$ cat src/rtl/ula_pkg.sv
// Shared op-codes and FSM states for the ULA accumulator controller.
package ula_pkg;

  localparam logic [2:0] OP_AND  = 3'b000;
  localparam logic [2:0] OP_OR   = 3'b001;
  localparam logic [2:0] OP_NOT  = 3'b010;
  localparam logic [2:0] OP_NAND = 3'b011;
  localparam logic [2:0] OP_ADD  = 3'b100;
  localparam logic [2:0] OP_SUB  = 3'b101;
  localparam logic [2:0] OP_LSL  = 3'b110;
  localparam logic [2:0] OP_LSR  = 3'b111;

  typedef enum logic [1:0] {
    S_IDLE = 2'b00,
    S_EXEC = 2'b01,
    S_RESP = 2'b10
  } state_t;

endpackage

$ cat src/rtl/ula_acumulador.sv
// Accumulator controller wrapped around an external combinational ULA.
// Optional carry/borrow output enabled with macro ULA_ACUMULADOR_CARRY_EN.
module ula_acumulador
  import ula_pkg::*;
#(
  parameter int WIDTH       = 4,
  parameter int EXEC_CYCLES = 1
) (
  input  logic             clk,
  input  logic             rst,
  input  logic             cmd_valid,
  output logic             cmd_ready,
  input  logic             cmd_load,
  input  logic [2:0]       cmd_op,
  input  logic [WIDTH-1:0] cmd_b,
  output logic [WIDTH-1:0] ula_a,
  output logic [WIDTH-1:0] ula_b,
  output logic [2:0]       ula_sel,
  input  logic [WIDTH-1:0] ula_res,
  output logic             rsp_valid,
  input  logic             rsp_ready,
  output logic [WIDTH-1:0] rsp_acc,
  output logic             rsp_zero,
  output logic             rsp_neg
`ifdef ULA_ACUMULADOR_CARRY_EN
  ,
  output logic             rsp_carry
`endif
);

  localparam int CNT_W = (EXEC_CYCLES > 1) ? $clog2(EXEC_CYCLES) : 1;
  localparam logic [CNT_W-1:0] CNT_INIT = CNT_W'(EXEC_CYCLES - 1);

  state_t             state_r;
  state_t             state_s;
  logic [CNT_W-1:0]   cnt_r;
  logic [WIDTH-1:0]   acc_r;
  logic [WIDTH-1:0]   ula_a_r;
  logic [WIDTH-1:0]   ula_b_r;
  logic [2:0]         ula_sel_r;
  logic               cmd_fire_s;
  logic               cnt_done_s;

  // Ready is forced low while reset is held, even though state already reads IDLE.
  assign cmd_ready  = (state_r == S_IDLE) && !rst;
  assign cmd_fire_s = cmd_valid && cmd_ready;
  assign cnt_done_s = (cnt_r == {CNT_W{1'b0}});

  assign ula_a     = ula_a_r;
  assign ula_b     = ula_b_r;
  assign ula_sel   = ula_sel_r;
  assign rsp_valid = (state_r == S_RESP);
  assign rsp_acc   = acc_r;
  assign rsp_zero  = (acc_r == {WIDTH{1'b0}});
  assign rsp_neg   = acc_r[WIDTH-1];

`ifdef ULA_ACUMULADOR_CARRY_EN
  logic carry_r;
  logic carry_s;

  // Carry out of A+B for ADD, unsigned borrow for SUB, zero otherwise.
  function automatic logic carry_of(input logic [2:0] op,
                                    input logic [WIDTH-1:0] a,
                                    input logic [WIDTH-1:0] b);
    case (op)
      OP_ADD:  carry_of = (({1'b0, a} + {1'b0, b}) > {1'b0, {WIDTH{1'b1}}});
      OP_SUB:  carry_of = (a < b);
      default: carry_of = 1'b0;
    endcase
  endfunction

  // Carry evaluated from the held ULA operands so it lines up with ula_res.
  always_comb begin
    carry_s = carry_of(ula_sel_r, ula_a_r, ula_b_r);
  end

  assign rsp_carry = carry_r;

  // Carry register, captured on the same edge as the accumulator.
  always_ff @(posedge clk or posedge rst) begin
    if (rst) begin
      carry_r <= 1'b0;
    end else begin
      case (state_r)
        S_IDLE:  if (cmd_fire_s && cmd_load) carry_r <= 1'b0;
        S_EXEC:  if (cnt_done_s) carry_r <= carry_s;
        default: carry_r <= carry_r;
      endcase
    end
  end
`endif

  // State register.
  always_ff @(posedge clk or posedge rst) begin
    if (rst) begin
      state_r <= S_IDLE;
    end else begin
      state_r <= state_s;
    end
  end

  // Next-state logic.
  always_comb begin
    state_s = state_r;
    case (state_r)
      S_IDLE: begin
        if (cmd_fire_s) begin
          state_s = cmd_load ? S_RESP : S_EXEC;
        end else begin
          state_s = S_IDLE;
        end
      end
      S_EXEC: begin
        if (cnt_done_s) begin
          state_s = S_RESP;
        end else begin
          state_s = S_EXEC;
        end
      end
      S_RESP: begin
        if (rsp_ready) begin
          state_s = S_IDLE;
        end else begin
          state_s = S_RESP;
        end
      end
      default: state_s = S_IDLE;
    endcase
  end

  // Datapath: operand launch on accept, result capture when the settle counter expires.
  always_ff @(posedge clk or posedge rst) begin
    if (rst) begin
      acc_r     <= {WIDTH{1'b0}};
      ula_a_r   <= {WIDTH{1'b0}};
      ula_b_r   <= {WIDTH{1'b0}};
      ula_sel_r <= 3'b000;
      cnt_r     <= {CNT_W{1'b0}};
    end else begin
      case (state_r)
        S_IDLE: begin
          if (cmd_fire_s) begin
            if (cmd_load) begin
              acc_r <= cmd_b;
            end else begin
              ula_a_r   <= acc_r;
              ula_b_r   <= cmd_b;
              ula_sel_r <= cmd_op;
              cnt_r     <= CNT_INIT;
            end
          end
        end
        S_EXEC: begin
          if (cnt_done_s) begin
            acc_r <= ula_res;
          end else begin
            cnt_r <= cnt_r - CNT_W'(1);
          end
        end
        default: cnt_r <= cnt_r;
      endcase
    end
  end

endmodule

$ cat config.mk
export PLATFORM = sky130hd
export DESIGN_NAME = ula_acumulador
export DESIGN_NICKNAME = d
export VERILOG_FILES = /design/src/rtl/ula_pkg.sv /design/src/rtl/ula_acumulador.sv
export SDC_FILE = /design/constraint.sdc
export NUM_CORES = 1
export LEC_CHECK = 0
export ABC_CLOCK_PERIOD_IN_PS = 2750
export BUFFER_PORTS_ARGS = -buffer_cell sky130_fd_sc_hd__clkbuf_2
export CORE_MARGIN = 4
export CORE_UTILIZATION = 48
export DETAILED_ROUTE_END_ITERATION = 8
export MAX_ROUTING_LAYER = met4
export PLACE_DENSITY_LB_ADDON = 0.2
export SYNTH_ARGS = -nofsm -noshare
export SYNTH_HDL_FRONTEND = slang
export SYNTH_SLANG_ARGS = --single-unit
$ cat constraint.sdc
create_clock -name clk -period 2.75 [get_ports clk]
set_clock_uncertainty 0.15 [all_clocks]
set_input_delay 0.55 -clock clk [delete_from_list [all_inputs] [get_ports clk]]
set_output_delay 0.55 -clock clk [all_outputs]
set_load 0.02 [all_outputs]
# Word level (Yosys, flattened, before mapping)
# Index checks and enable logic that the tools add are counted.
# totals
inputBits	16
regBits	18
out_inout_bits	19
word_cells	36
# op_classes
addsub	1
bitwise_logic	1
n_eq_ne	6
mux	13
reduce_logical	9
# ops
cell	n
$mux W4	3
$mux W2	4
$ne A2 B2 Y1 const B	4
$pmux W4 S2	1
$pmux W2 S3	1
$reduce_and A3 Y1	2
$logic_not A4 Y1	1
$reduce_and A4 Y1	1
$mux W1	3
$eq A2 B1 Y1 const B	1
$eq A2 B2 Y1 const B	1
$logic_and A1 B1 Y1	2
$logic_not A2 Y1	1
$pmux W1 S2	1
$reduce_bool A2 Y1	1
$logic_not A1 Y1	1
$not A1 Y1	1
$sub A1 B1 Y1 const B	1

# Logic depth before layout (Yosys ltp)
# Gate-level depths: netlist of the first run.
# logic_depth
word_depth	5
ltp_mapped	4
mapped_depth_nobuf	3

# Worst setup path after synthesis of the first run
# OpenSTA, ideal clock, no wires.
# synth_path
path_type	register to output
from	register acc_r[3] (netlist: rsp_acc[3])
to	output rsp_zero
slack_ps	834
required_ps	2050
arrival_ps	1216
n_path_buf	0
stages_incl_launch_ff	2
cell_sequence	dfrtp_1 nor4_1
# synth_between
elab_chain_len	1
# synth_lines
element	line	text
start, declared	ula_acumulador.sv:37	logic [WIDTH-1:0] acc_r;
start signal, assigned	ula_acumulador.sv:134	acc_r <= {WIDTH{1'b0}};
start signal, assigned	ula_acumulador.sv:144	acc_r <= cmd_b;
start signal, assigned	ula_acumulador.sv:155	acc_r <= ula_res;
$logic_not A4 Y1	ula_acumulador.sv:54	assign rsp_zero = (acc_r == {WIDTH{1'b0}});
end, declared	ula_acumulador.sv:23	output logic rsp_zero,
# No other way between the ends.

# Final worst setup path of the first run
# Ends and elaborated chain as after synthesis.

==> impl_metrics.tcl, run 1 <==
set metrics [dict create \
    cts_sinks 17 \
    power_leakage_nw 0.477 \
    routed_via_density 5.05 \
    hp-class "in -> async" \
    crit_path_start "rsp_acc[3]" \
    vias 520 \
    final_cell_mix "34 x clkbuf_2, 19 x mux2_2, 17 x dfrtp_1" \
    drc 0 \
    track_usage_pct 16.5 \
    core-area_sq_um 1510 \
    root_buffer "clkbuf_4" \
    ant_nets 0 \
    path_delay_family "flip-flops" \
    ys_ff_latch 17 \
    diodes 0 \
    placed_area_sq_um 940 \
    critPathLaunchType "register" \
    drive_above_1_share_pct 71.3 \
    finalCriticalPeriod_ps 1890 \
    fillers 120 \
    die_y_um 47.8 \
    avgSynthCellArea_sq_um 15.2 \
    max_slew_margin_pct 57.8 \
    core.rowCount 14 \
    io_pins 35 \
    setup_viol 0 \
    clock_latency_ps 290 \
    cts_setup_buffers 0 \
    p_per_area_nw_per_um2 890 \
    path_buf_inv 1 \
    reg2reg_slack_ps 1040 \
    port_buffers 34 \
    cts_buffers 3 \
    tns_ps 0 \
    end_kind "output pin" \
    syn_inst 50 \
    r2r_cells 3 \
    syn_nets 66 \
    final_nets 104 \
    grt-ovfl-total 0 \
    hold_violations 0 \
    synth_seq_area_share_pct 55.9 \
    dp_hpwl_um 1100 \
    cts_tree "done" \
    grt_start_max_net_pins 18 \
    critPathMaxFanout 5 \
    ys_types 15 \
    drtIter0Drc 6 \
    worst_slew_pin_slew_ps 632 \
    grt_pass1_vias 556 \
    htreeDepth 1 \
    worst_ep_arrival_time_ps 1190 \
    routed_wl_um 1440 \
    critPathKind "reg -> out" \
    clkTransAtPathRegs_ps 100 \
    yosys_warnings 0 \
    r2r-end "ula_a[1]" \
    clock.fmax_mhz 528 \
    cp_cell_sequence "nor4_1 -> clkbuf_2" \
    fin_area_sq_um 967 \
    dieArea_sq_um 2290 \
    slowest_delay_ps 430 \
    status "completed" \
    hold_buffers 0 \
    syn_to_final_growth_pct 27.1 \
    clk_path_buf_depth 2 \
    die_x_um 47.8 \
    crit_end "rsp_zero" \
    maxCapViolations 0 \
    slew_viol_final 0 \
    worst_ir_drop_vdd_mv 0.493 \
    seqCellArea_sq_um 425 \
    rsz0062_at_grt "no" \
    start_util_pct 50.5 \
    r2r_start "state_r[0]" \
    layout_commonest_cell "clkbuf_2" \
    grt_first_pass_wirelength_um 2470 \
    cp_num_cells 2 \
    critPathRequiredTime_ps 2050 \
    wl_per_cell_um 14.0 \
    firstDrtPassIters 4 \
    min_period_over_period_pct 68.9 \
    gp_routability_congestion 0.667 \
    antenna_found_initial 0 \
    cts_resized 0 \
    crit_slowest_cell "dfrtp_1" \
    syn_area_sq_um 761 \
    multi_input_area_sq_um 313 \
]
[through the flow]
step                      setup WS, ps  cells  power (W)  hold WS [ps]  util (%)
after detailed placement           816     99   0.000741           346      62.4
after global routing               717    103   0.000926           214      64.2
after global placement             848     99   0.000737           341      62.4
final                              856    103   0.000861           180      64.2
after floorplan                    834     50   0.000621           326         -
after CTS                          829    103   0.000875           197      64.2
[state kept, by name (all words and copies together) (netlist names)]
| name | count |
|---|---|
| rsp_acc | 4 |
| ula_a | 4 |
| ula_b | 4 |
| ula_sel | 3 |
| state_r | 2 |
[where the power goes]
| group | total, W | internal, W | switching (W) |
|---|---|---|---|
| clock network | 0.000130 | 0.0000541 | 0.0000757 |
| logic | 0.000340 | 0.000146 | 0.000193 |
| registers | 0.000392 | 0.000334 | 0.0000580 |
| total | 0.000861 | 0.000534 | 0.000327 |
[worst min path at each step]
stage / startpoint / to / depth (start not counted)
after floorplan: rst / rsp_acc[0] / 1
final: rst / ula_sel[0] / 2
after CTS: rst / state_r[1] / 2
after global routing: rst / state_r[1] / 2
after detailed placement: ula_sel[2] / ula_sel[2] / 1
after global placement: ula_sel[0] / ula_sel[0] / 1
[cell families after synthesis]
kind of cell / Yosys count / synth area share, %
multiplexers: 19 / 28.1
flip-flops: 17 / 55.9
AO/OA/AOI/OAI: 2 / 2.30
buffers and inverters: 3 / 2.96
AND/OR/NAND/NOR: 9 / 10.7
[metal layers]
metal | vias up | routed length (um) | GRT usage (%)
met5 | - | 0 | -
met1 | 245 | 584 | 18.7
met3 | 4 | 96 | 4.51
li1 | 252 | - | -
met2 | 19 | 722 | 25.9
met4 | 0 | 34 | 9.68
[layout make-up]
cell class / count / share of cell area [%]
timing repair buffer: 35 / 18.4
inverter: 1 / 0.388
tap: 16 / 2.07
sequential: 17 / 44.0
clock buffer: 3 / 2.33
multi-input combinational: 30 / 32.3
clock inverter: 1 / 0.517
[cell usage after synthesis]
cell type | n | area share (%)
dfrtp_1 | 17 | 56
o21ai_2 | 1 | 1.2
inv_1 | 1 | 0.49
nand2b_1 | 2 | 1.6
nand2b_4 | 1 | 1.8
mux2_2 | 19 | 28
nor2b_1 | 1 | 0.82
buf_4 | 1 | 0.99
nor2b_2 | 1 | 1.2
nor3_1 | 1 | 0.66
a2bb2oi_1 | 1 | 1.2
nor4_1 | 1 | 0.82
and2b_1 | 1 | 0.99
nor4_4 | 1 | 2.8
buf_6 | 1 | 1.5
No activity file was read; power rests on OpenSTA's default activity.
==> run 2: changes to the inputs <==
ABC_AREA = 1   (was not set)
ABC_CLOCK_PERIOD_IN_PS = 1500   (was 2750)
CORE_UTILIZATION = 41   (was 48)
clock period = 1.5 ns   (was 2.75 ns; I/O delays follow)
==> impl_metrics.tcl, run 2 <==
set metrics [dict create \
    status "finished, violations left" \
    violations "negative setup slack" \
    hp-class "in -> reg" \
    cts_buffers 3 \
    clk_path_buf_depth 2 \
    synthFlopType "dfrtp_1" \
    p_int_w 0.000965 \
    synth_edf_count 0 \
    gp_routability_congestion 0.804 \
    htreeDepth 1 \
    synth_area_leader_cell "dfrtp_1" \
    min_period_over_period_pct 104 \
    rsz0062_at_grt "yes" \
    vias 763 \
    clock.fmax_mhz 640 \
    worst_ir_drop_vdd_mv 0.821 \
    grt_start_max_net_pins 13 \
    routed_wl_um 2020 \
    placed_area_sq_um 993 \
    syn_area_sq_um 798 \
    p_comb_share_pct 43.1 \
    fin_area_sq_um 1140 \
    critPathMaxFanout 2 \
    fillers 157 \
    core.rowCount 15 \
    power_switching_w 0.000634 \
    final_cell_mix "50 x nand2_1, 30 x clkbuf_2, 15 x dfrtp_1" \
    avgSynthCellArea_sq_um 8.58 \
    clkTransAtPathRegs_ps 90 \
    grt_pass1_vias 758 \
    ant_nets 0 \
    tns_ps -98.1 \
    grt_first_pass_wirelength_um 3520 \
    netSwitchingFraction_pct 39.7 \
    synth_top_area_share_pct 53.3 \
    routed_via_density 4.65 \
    synth.top_cells.by_count "50 x nand2_1, 17 x dfrtp_1, 9 x nand3_1" \
    dieArea_sq_um 2720 \
    grt-ovfl-total 0 \
    critPathRequiredTime_ps 1050 \
    setup_viol 2 \
    syn_to_final_growth_pct 42.6 \
    drtIter0Drc 20 \
    final_nets 156 \
    die_y_um 52.1 \
    end_kind "output pin" \
    start_util_pct 44.8 \
    fin_hold_ws_ps 58.6 \
    wl_per_cell_um 12.3 \
    synth.most_common_cell "nand2_1" \
    ys_top_cells_by_area "dfrtp_1 53%, nand2_1 24%, nand3_1 5.6%" \
    io_pins 35 \
    critPathLaunchType "register" \
    fin_ws_ps -62.7 \
    dp.cells 151 \
    yosys_warnings 0 \
    core-area_sq_um 1780 \
    utilization_pct 63.9 \
    final_cell_count_no_fill 164 \
    max_slew_margin_pct 84.8 \
    syn_inst 93 \
    cts_tree "done" \
    firstDrtPassIters 6 \
    synth-async-reset-ratio_pct 100 \
    clock_latency_ps 280 \
    worst_ep_arrival_time_ps 1110 \
    worst_slew_pin_slew_ps 228 \
    track_usage_pct 18.2 \
    dp_hpwl_um 1420 \
    syn_nets 109 \
    antenna_found_initial 0 \
    port_buffers 34 \
    clkPwrFrac_pct 14.9 \
    diodes 0 \
    hold_violations 0 \
    maxCapViolations 0 \
    ys_types 16 \
    drive_above_1_share_pct 43.2 \
    synth_seq_area_share_pct 53.3 \
    critPathKind "reg -> out" \
    cts_sinks 17 \
    p_seq_share_pct 42.0 \
    slew_viol_final 0 \
    power_leakage_nw 0.658 \
    root_buffer "clkbuf_4" \
    layout_commonest_cell "nand2_1" \
    finalCriticalPeriod_ps 1560 \
    ys_ff_latch 17 \
    p_per_area_nw_per_um2 1400 \
    die_x_um 52.1 \
    drc 0 \
]
-- run 2: layer usage --
metal / vias to the layer above / GRT usage, % / wire (um)
li1: 380 / - / -
met1: 345 / 21.9 / 853
met2: 34 / 30.1 / 1000
met3: 4 / 4.58 / 138
met4: 0 / 5.24 / 25
met5: - / - / 0
-- run 2: cell families (layout without fill, tap and decap cells) --
kind of cell | count (synthesis) | count (layout) | synth area share, %
flops | 17 | 17 | 53.3
simple gates | 67 | 67 | 40.0
buf+inv | 9 | 55 | 6.74
-- run 2: worst paths after layout --
path | from | end | slack [ps] | depth (start not counted)
setup / recovery | rsp_acc[3] | rsp_zero | -60 | 2
hold / removal | cmd_op[1] | ula_sel[1] | 60 | 3
setup reg to reg | state_r[1] | ula_a[3] | 90 | 6
hold reg to reg | ula_a[2] | ula_a[2] | 340 | 2
max in group asynchronous | rst | ula_a[2] | 500 | 4
min in group asynchronous | rst | ula_b[2] | 410 | 3
-- run 2: final cells by class --
type                    count  area (sq um)  share of cell area, %
inverters                   5          23.8                   2.09
clock buffers               4          26.3                   2.31
well taps                  25          31.3                   2.75
repair buffers             46           283                   24.8
multi-input cells          67           347                   30.4
flip-flops and latches     17           428                   37.6
-- run 2: stage by stage --
| stage | worst slack [ps] | total power (W) |
|---|---|---|
| after floorplan | 31.8 | 0.00107 |
| after global placement | 181 | 0.00126 |
| after detailed placement | 164 | 0.00128 |
| after CTS | -90.6 | 0.00156 |
| after global routing | -166 | 0.00173 |
| final | -62.7 | 0.00160 |
-- run 2: critical path, cell delays in order (launching register included) --
cell and delay (ps):
dfrtp_1 400, nor4_2 260, buf_4 180
-- run 2: what timing repair did --
item / 4_1_cts / 5_1_grt
endpoints found under the setup margin: 3 / 14
pin swaps: 1 / 2
gates resized for setup: 7 / 10
hold buffers: 2 / 0
buffers inserted: 4 / 3
hold endpoints to repair: 5 / 0
-- run 2: power groups by stage --
stage               clock, W  combinational (W)  sequential (W)
floorplan                  0           0.000230        0.000839
global placement           0           0.000572        0.000689
detailed placement         0           0.000582        0.000694
CTS                 0.000243           0.000650        0.000671
global route        0.000287           0.000754        0.000690
finish              0.000238           0.000689        0.000672
